--- src/rtl/frv_pipeline_decode_pc_pkg.sv ---
// Shared constants for the decode-side PC tracker: fault codes and
// instruction length-decode patterns.
package frv_pipeline_decode_pc_pkg;

   localparam int XL = 31;

   localparam logic [1:0] FAULT_NONE  = 2'b00;
   localparam logic [1:0] FAULT_FETCH = 2'b01;
   localparam logic [1:0] FAULT_LEN   = 2'b10;

   localparam logic [1:0] OPC_LEN32 = 2'b11;
   localparam logic [4:0] OPC_LEN48 = 5'b11111;

   // A fetch bus error outranks an unsupported-length encoding.
   function automatic logic [1:0] classify_fault(input logic [4:0] opc, input logic bus_err);
      if (bus_err)
         return FAULT_FETCH;
      else if (opc == OPC_LEN48)
         return FAULT_LEN;
      else
         return FAULT_NONE;
   endfunction

endpackage

--- src/rtl/frv_pipeline_decode_pc_skid_fifo2.sv ---
// Two-entry FIFO with flush and a registered full flag, used as the skid
// buffer between fetch and decode.
module frv_pipeline_decode_pc_skid_fifo2 #(
   parameter int WIDTH = 8
)(
   input  logic             g_clk,
   input  logic             g_reset,
   input  logic             push,
   input  logic             pop,
   input  logic             flush,
   input  logic [WIDTH-1:0] wdata,
   output logic [WIDTH-1:0] rdata,
   output logic [1:0]       count,
   output logic             full
);

   logic [WIDTH-1:0] mem [2];
   logic             wr_ptr;
   logic             rd_ptr;
   logic [1:0]       next_count;

   always_comb begin
      next_count = count;
      if (flush)
         next_count = 2'd0;
      else if (push && !pop)
         next_count = count + 2'd1;
      else if (pop && !push)
         next_count = count - 2'd1;
   end

   always_ff @(posedge g_clk or posedge g_reset) begin
      if (g_reset) begin
         count  <= 2'd0;
         full   <= 1'b0;
         wr_ptr <= 1'b0;
         rd_ptr <= 1'b0;
      end else begin
         count <= next_count;
         full  <= (next_count == 2'd2);
         if (flush) begin
            wr_ptr <= 1'b0;
            rd_ptr <= 1'b0;
         end else begin
            if (push) wr_ptr <= ~wr_ptr;
            if (pop)  rd_ptr <= ~rd_ptr;
         end
      end
   end

   // Storage needs no reset: an empty FIFO masks it at the output.
   always_ff @(posedge g_clk) begin
      if (push && !flush)
         mem[wr_ptr] <= wdata;
   end

   assign rdata = (count != 2'd0) ? mem[rd_ptr] : '0;

endmodule

--- src/rtl/frv_pipeline_decode_pc.sv ---
// Decode front end: tracks the PC of each fetched instruction, classifies
// its length/fault and buffers it towards the s2 stage.
module frv_pipeline_decode_pc
   import frv_pipeline_decode_pc_pkg::*;
#(
   parameter int              XLEN               = 32,
   parameter logic [XLEN-1:0] FRV_PC_RESET_VALUE = 32'h8000_0000
)(
   input  logic            g_clk,
   input  logic            g_reset,
   input  logic            cf_req,
   input  logic            cf_ack,
   input  logic [XLEN-1:0] cf_target,
   input  logic            s1_valid,
   input  logic [XLEN-1:0] s1_data,
   input  logic            s1_error,
   output logic            s1_busy,
   output logic            s2_valid,
   input  logic            s2_busy,
   output logic [XLEN-1:0] s2_instr,
   output logic [XLEN-1:0] s2_pc,
   output logic [XLEN-1:0] s2_npc,
   output logic            s2_size,
   output logic [1:0]      s2_fault
);

   localparam int EW = 3*XLEN + 3;

   logic            cf_event;
   logic            accept;
   logic            push;
   logic            pop;
   logic            size;
   logic [1:0]      fault;
   logic [XLEN-1:0] instr;
   logic [XLEN-1:0] pc_q;
   logic [XLEN-1:0] npc;
   logic [EW-1:0]   wdata;
   logic [EW-1:0]   rdata;
   logic [1:0]      count;

   assign cf_event = cf_req && cf_ack;
   assign accept   = s1_valid && !s1_busy;
   assign pop      = s2_valid && !s2_busy;
   // A control-flow change drops the instruction arriving alongside it.
   assign push     = accept && !cf_event;

   assign size  = (s1_data[1:0] == OPC_LEN32);
   assign fault = classify_fault(s1_data[4:0], s1_error);
   assign instr = size ? s1_data : {{(XLEN-16){1'b0}}, s1_data[15:0]};
   assign npc   = pc_q + (size ? XLEN'(4) : XLEN'(2));

   always_ff @(posedge g_clk or posedge g_reset) begin
      if (g_reset)
         pc_q <= FRV_PC_RESET_VALUE;
      else if (cf_event)
         pc_q <= {cf_target[XLEN-1:1], 1'b0};
      else if (accept)
         pc_q <= npc;
   end

   assign wdata = {instr, pc_q, npc, size, fault};

   frv_pipeline_decode_pc_skid_fifo2 #(
      .WIDTH (EW)
   ) u_fifo (
      .g_clk   (g_clk),
      .g_reset (g_reset),
      .push    (push),
      .pop     (pop),
      .flush   (cf_event),
      .wdata   (wdata),
      .rdata   (rdata),
      .count   (count),
      .full    (s1_busy)
   );

   assign s2_valid = (count != 2'd0);
   assign {s2_instr, s2_pc, s2_npc, s2_size, s2_fault} = rdata;

endmodule

--- config.mk ---
export PLATFORM = sky130hd
export DESIGN_NAME = frv_pipeline_decode_pc
export DESIGN_NICKNAME = d
export VERILOG_FILES = /design/src/rtl/frv_pipeline_decode_pc_pkg.sv /design/src/rtl/frv_pipeline_decode_pc_skid_fifo2.sv /design/src/rtl/frv_pipeline_decode_pc.sv
export SDC_FILE = /design/constraint.sdc
export NUM_CORES = 1
export LEC_CHECK = 0
export CORE_UTILIZATION = 53
export CTS_CLUSTER_DIAMETER = 100
export DETAILED_ROUTE_END_ITERATION = 8
export PLACE_DENSITY = 0.8
export SLEW_MARGIN = 10
export SYNTH_ARGS = -nofsm -noshare
export SYNTH_HDL_FRONTEND = slang
export SYNTH_SLANG_ARGS = --single-unit
--- constraint.sdc ---
create_clock -name g_clk -period 7.7 [get_ports g_clk]
set_input_delay 1.925 -clock g_clk [delete_from_list [all_inputs] [get_ports g_clk]]
set_output_delay 1.925 -clock g_clk [all_outputs]
set_load 0.02 [all_outputs]
==> reports/metrics.csv <==
metric,value,unit
ys_top_cells_by_area,"edfxtp_1, mux2i_1, dfrtp_1, nor2_1, xnor2_1",
grt_pass1_wl,34000,um
p_int,3030,uW
place_congestion,0.752,
stdcell_count,1145,
arrival,3.32,ns
fin_setup_tns,0,ns
failed_checks,DRC,
synth.avg_cell_area,13.3,sq um
cp-end-kind,primary output,
multi_input_area,3030,sq um
clkPwrFrac,22.9,%
dieHeight,139,um
fin_skew,0.0165,ns
drc,13,
fp.dieArea,19400,sq um
hold_viol,0,
finish.net_count,973,
criticalPathCategory,flop to primary output,
status,"complete, but fails checks",
diodes,0,
mostFrequentLayoutCells,"edfxtp_1, clkdlybuf4s50_1, nor2_1, mux2i_1, nand2_1",
maxCapViolCount,0,
seq_area,6730,sq um
max_freq,191,MHz
layout_min_cycle_time,5.24,ns
core_area,18200,sq um
post_cts_resized,0,
cts_hold_buf,0,
setup-violations-final,0,
num_rows,49,
fin_util,68.8,%
portBuffers,168,
ys_seq_area_share,67.5,%
viasPerCell,5.45,
p_seq_share,39.3,%
htree_levels,1,
syn_inst,748,
cts_buffers,23,
fin_crit_sh,68.1,%
finalMaxSlewViolations,0,
insertion_delay,0.50,ns
first_pass_iters,9,
antenna_found_initial,0,
cp_data_required_time,5.78,ns
drt-total-wl,21300,um
synth_cell_types,40,
worstMarginPinSlew,1.12,ns
slew_headroom,25.0,%
clkSinkCount,230,
first_global_vias,6529,
ant_nets,0,
vias,6237,
power_frac_comb,37.8,%
p_sw_share,34.5,%
cts_tree,done,
synth_warnings,0,
ir_worst_vdd,0.000237,V
layout_commonest_cell,edfxtp_1,
powerDensity,369,nW/um^2
grt_usage,22.4,%
root_buffer,clkbuf_16,
drive_gt1_share,5.90,%
postCtsSetupRepairBufs,0,
dieWidth,139,um
clkSlewWorstSetupHoldPaths,0.06,ns
drt_iter0_markers,451,
dp_cells,1104,
p_total,4630,uW
synth_top_area_share,58.5,%
ys_seq_elements,230,
cp_max_fo,50,
dpl.hpwl,12900,um
avgRoutedWirePerCell,18.6,um
leakage,0.00449,uW
grt_overflow,0,
grt_max_degree,100,
synth_area,9960,sq um
startpoint_type,flop,
hp-class,flop to flop,
clk_path_buf_depth,3,
ios,172,
rsz0062_at_grt,false,
fill_cells,1291,
p_switching,1600,uW
synth_area_leader_cell,edfxtp_1,
start_util,54.7,%
syn_to_final_growth,25.7,%
-- state kept, by name, indices dropped and copies added (netlist names) --
register and flops:
u_fifo.wr_ptr 1, u_fifo.rd_ptr 1, pc_q 31, u_fifo.mem 194, u_fifo.count 2, u_fifo.full 1
-- power by group through the flow --
stage | Sequential, uW | Combinational [uW] | Clock, uW
3_5_place_dp | 1840 | 1760 | 0
6_report | 1820 | 1750 | 1060
3_3_place_gp | 1830 | 1740 | 0
2_1_floorplan | 1750 | 1080 | 0
4_1_cts | 1820 | 1770 | 1070
5_1_grt | 1840 | 1880 | 1120
-- per-stage QoR --
stage	setup slack, ns	area [sq um]	hold slack (ns)
after floorplan	0.609	9970	0.437
after detailed placement	2.03	11800	0.551
after global routing	2.13	12500	0.570
final	2.46	12500	0.558
after CTS	2.36	12500	0.560
after global placement	2.18	11800	0.547
-- path summary, 6_finish.rpt --
| kind | startpoint | to | slack [ns] | depth (start not counted) |
|---|---|---|---|---|
| max | u_fifo.rd_ptr | s2_npc[25] | 2.46 | 4 |
| min | pc_q[31] | u_fifo.mem[1][66] | 0.56 | 0 |
| max reg2reg | pc_q[2] | u_fifo.mem[0][28] | 4.66 | 8 |
| min reg2reg | pc_q[31] | u_fifo.mem[1][66] | 0.56 | 0 |
| max in group asynchronous | g_reset | u_fifo.rd_ptr | 5.42 | 3 |
| min in group asynchronous | g_reset | pc_q[11] | 1.86 | 3 |
-- cell type report --
class / instances / area share [%]
Clock buffer: 25 / 4.66
Clock inverter: 16 / 1.01
Inverter: 6 / 0.180
Multi-Input combinational cell: 462 / 24.2
Sequential cell: 230 / 53.7
Tap cell: 229 / 2.29
Timing Repair Buffer: 177 / 14.0
-- critical path: stages, from the launching register on --
cell	delay [ns]
dfrtp_4	1.03
buf_4	0.80
mux2i_1	0.21
nor2_1	0.14
clkdlybuf4s50_1	0.63
-- kinds of logic after synthesis --
| kind of cell | synth area share [%] |
|---|---|
| flops | 67.5 |
| mux | 9.75 |
| simple gates | 12.3 |
| xor+xnor | 5.45 |
| other cells | 0.0376 |
| fa+ha+maj | 0.452 |
| buf+inv | 2.41 |
| compound gates | 2.05 |
-- per-layer routing --
| metal | vias to the layer above | wire (um) | global-route usage (%) |
|---|---|---|---|
| met4 | 0 | 470 | 7.13 |
| met2 | 217 | 10500 | 39.2 |
| met1 | 2999 | 8930 | 28.6 |
| met3 | 37 | 1380 | 3.76 |
| li1 | 2984 | - | - |
| met5 | - | 0 | 0 |
-- synthesized netlist by cell type --
| cell type | count |
|---|---|
| conb_1 | 1 |
| dfrtp_1 | 35 |
| nand3_1 | 12 |
| inv_1 | 6 |
| buf_1 | 11 |
| nand3b_1 | 1 |
| nor2_1 | 119 |
| dfstp_2 | 1 |
| clkbuf_1 | 33 |
| mux2i_1 | 97 |
| nor4b_1 | 1 |
| nand4b_1 | 3 |
| a21oi_1 | 3 |
| or3_4 | 1 |
| and2_1 | 3 |
| nand4bb_1 | 1 |
| maj3_1 | 2 |
| nand4_1 | 12 |
| buf_4 | 2 |
| or4_4 | 1 |
| or3_1 | 2 |
| a31oi_1 | 2 |
| nand2_1 | 54 |
| nor3_2 | 2 |
| nor3_1 | 7 |
| xor2_1 | 26 |
| buf_6 | 2 |
| edfxtp_1 | 194 |
| ha_1 | 2 |
| and4_1 | 3 |
| nor2b_1 | 2 |
| nand4_4 | 2 |
| xnor2_1 | 36 |
| a21o_1 | 1 |
| o221ai_1 | 1 |
| nand2b_1 | 3 |
| o21ai_0 | 32 |
| nor4_1 | 10 |
| and3_1 | 19 |
| buf_2 | 3 |
Power figures use the tool's default switching activity.
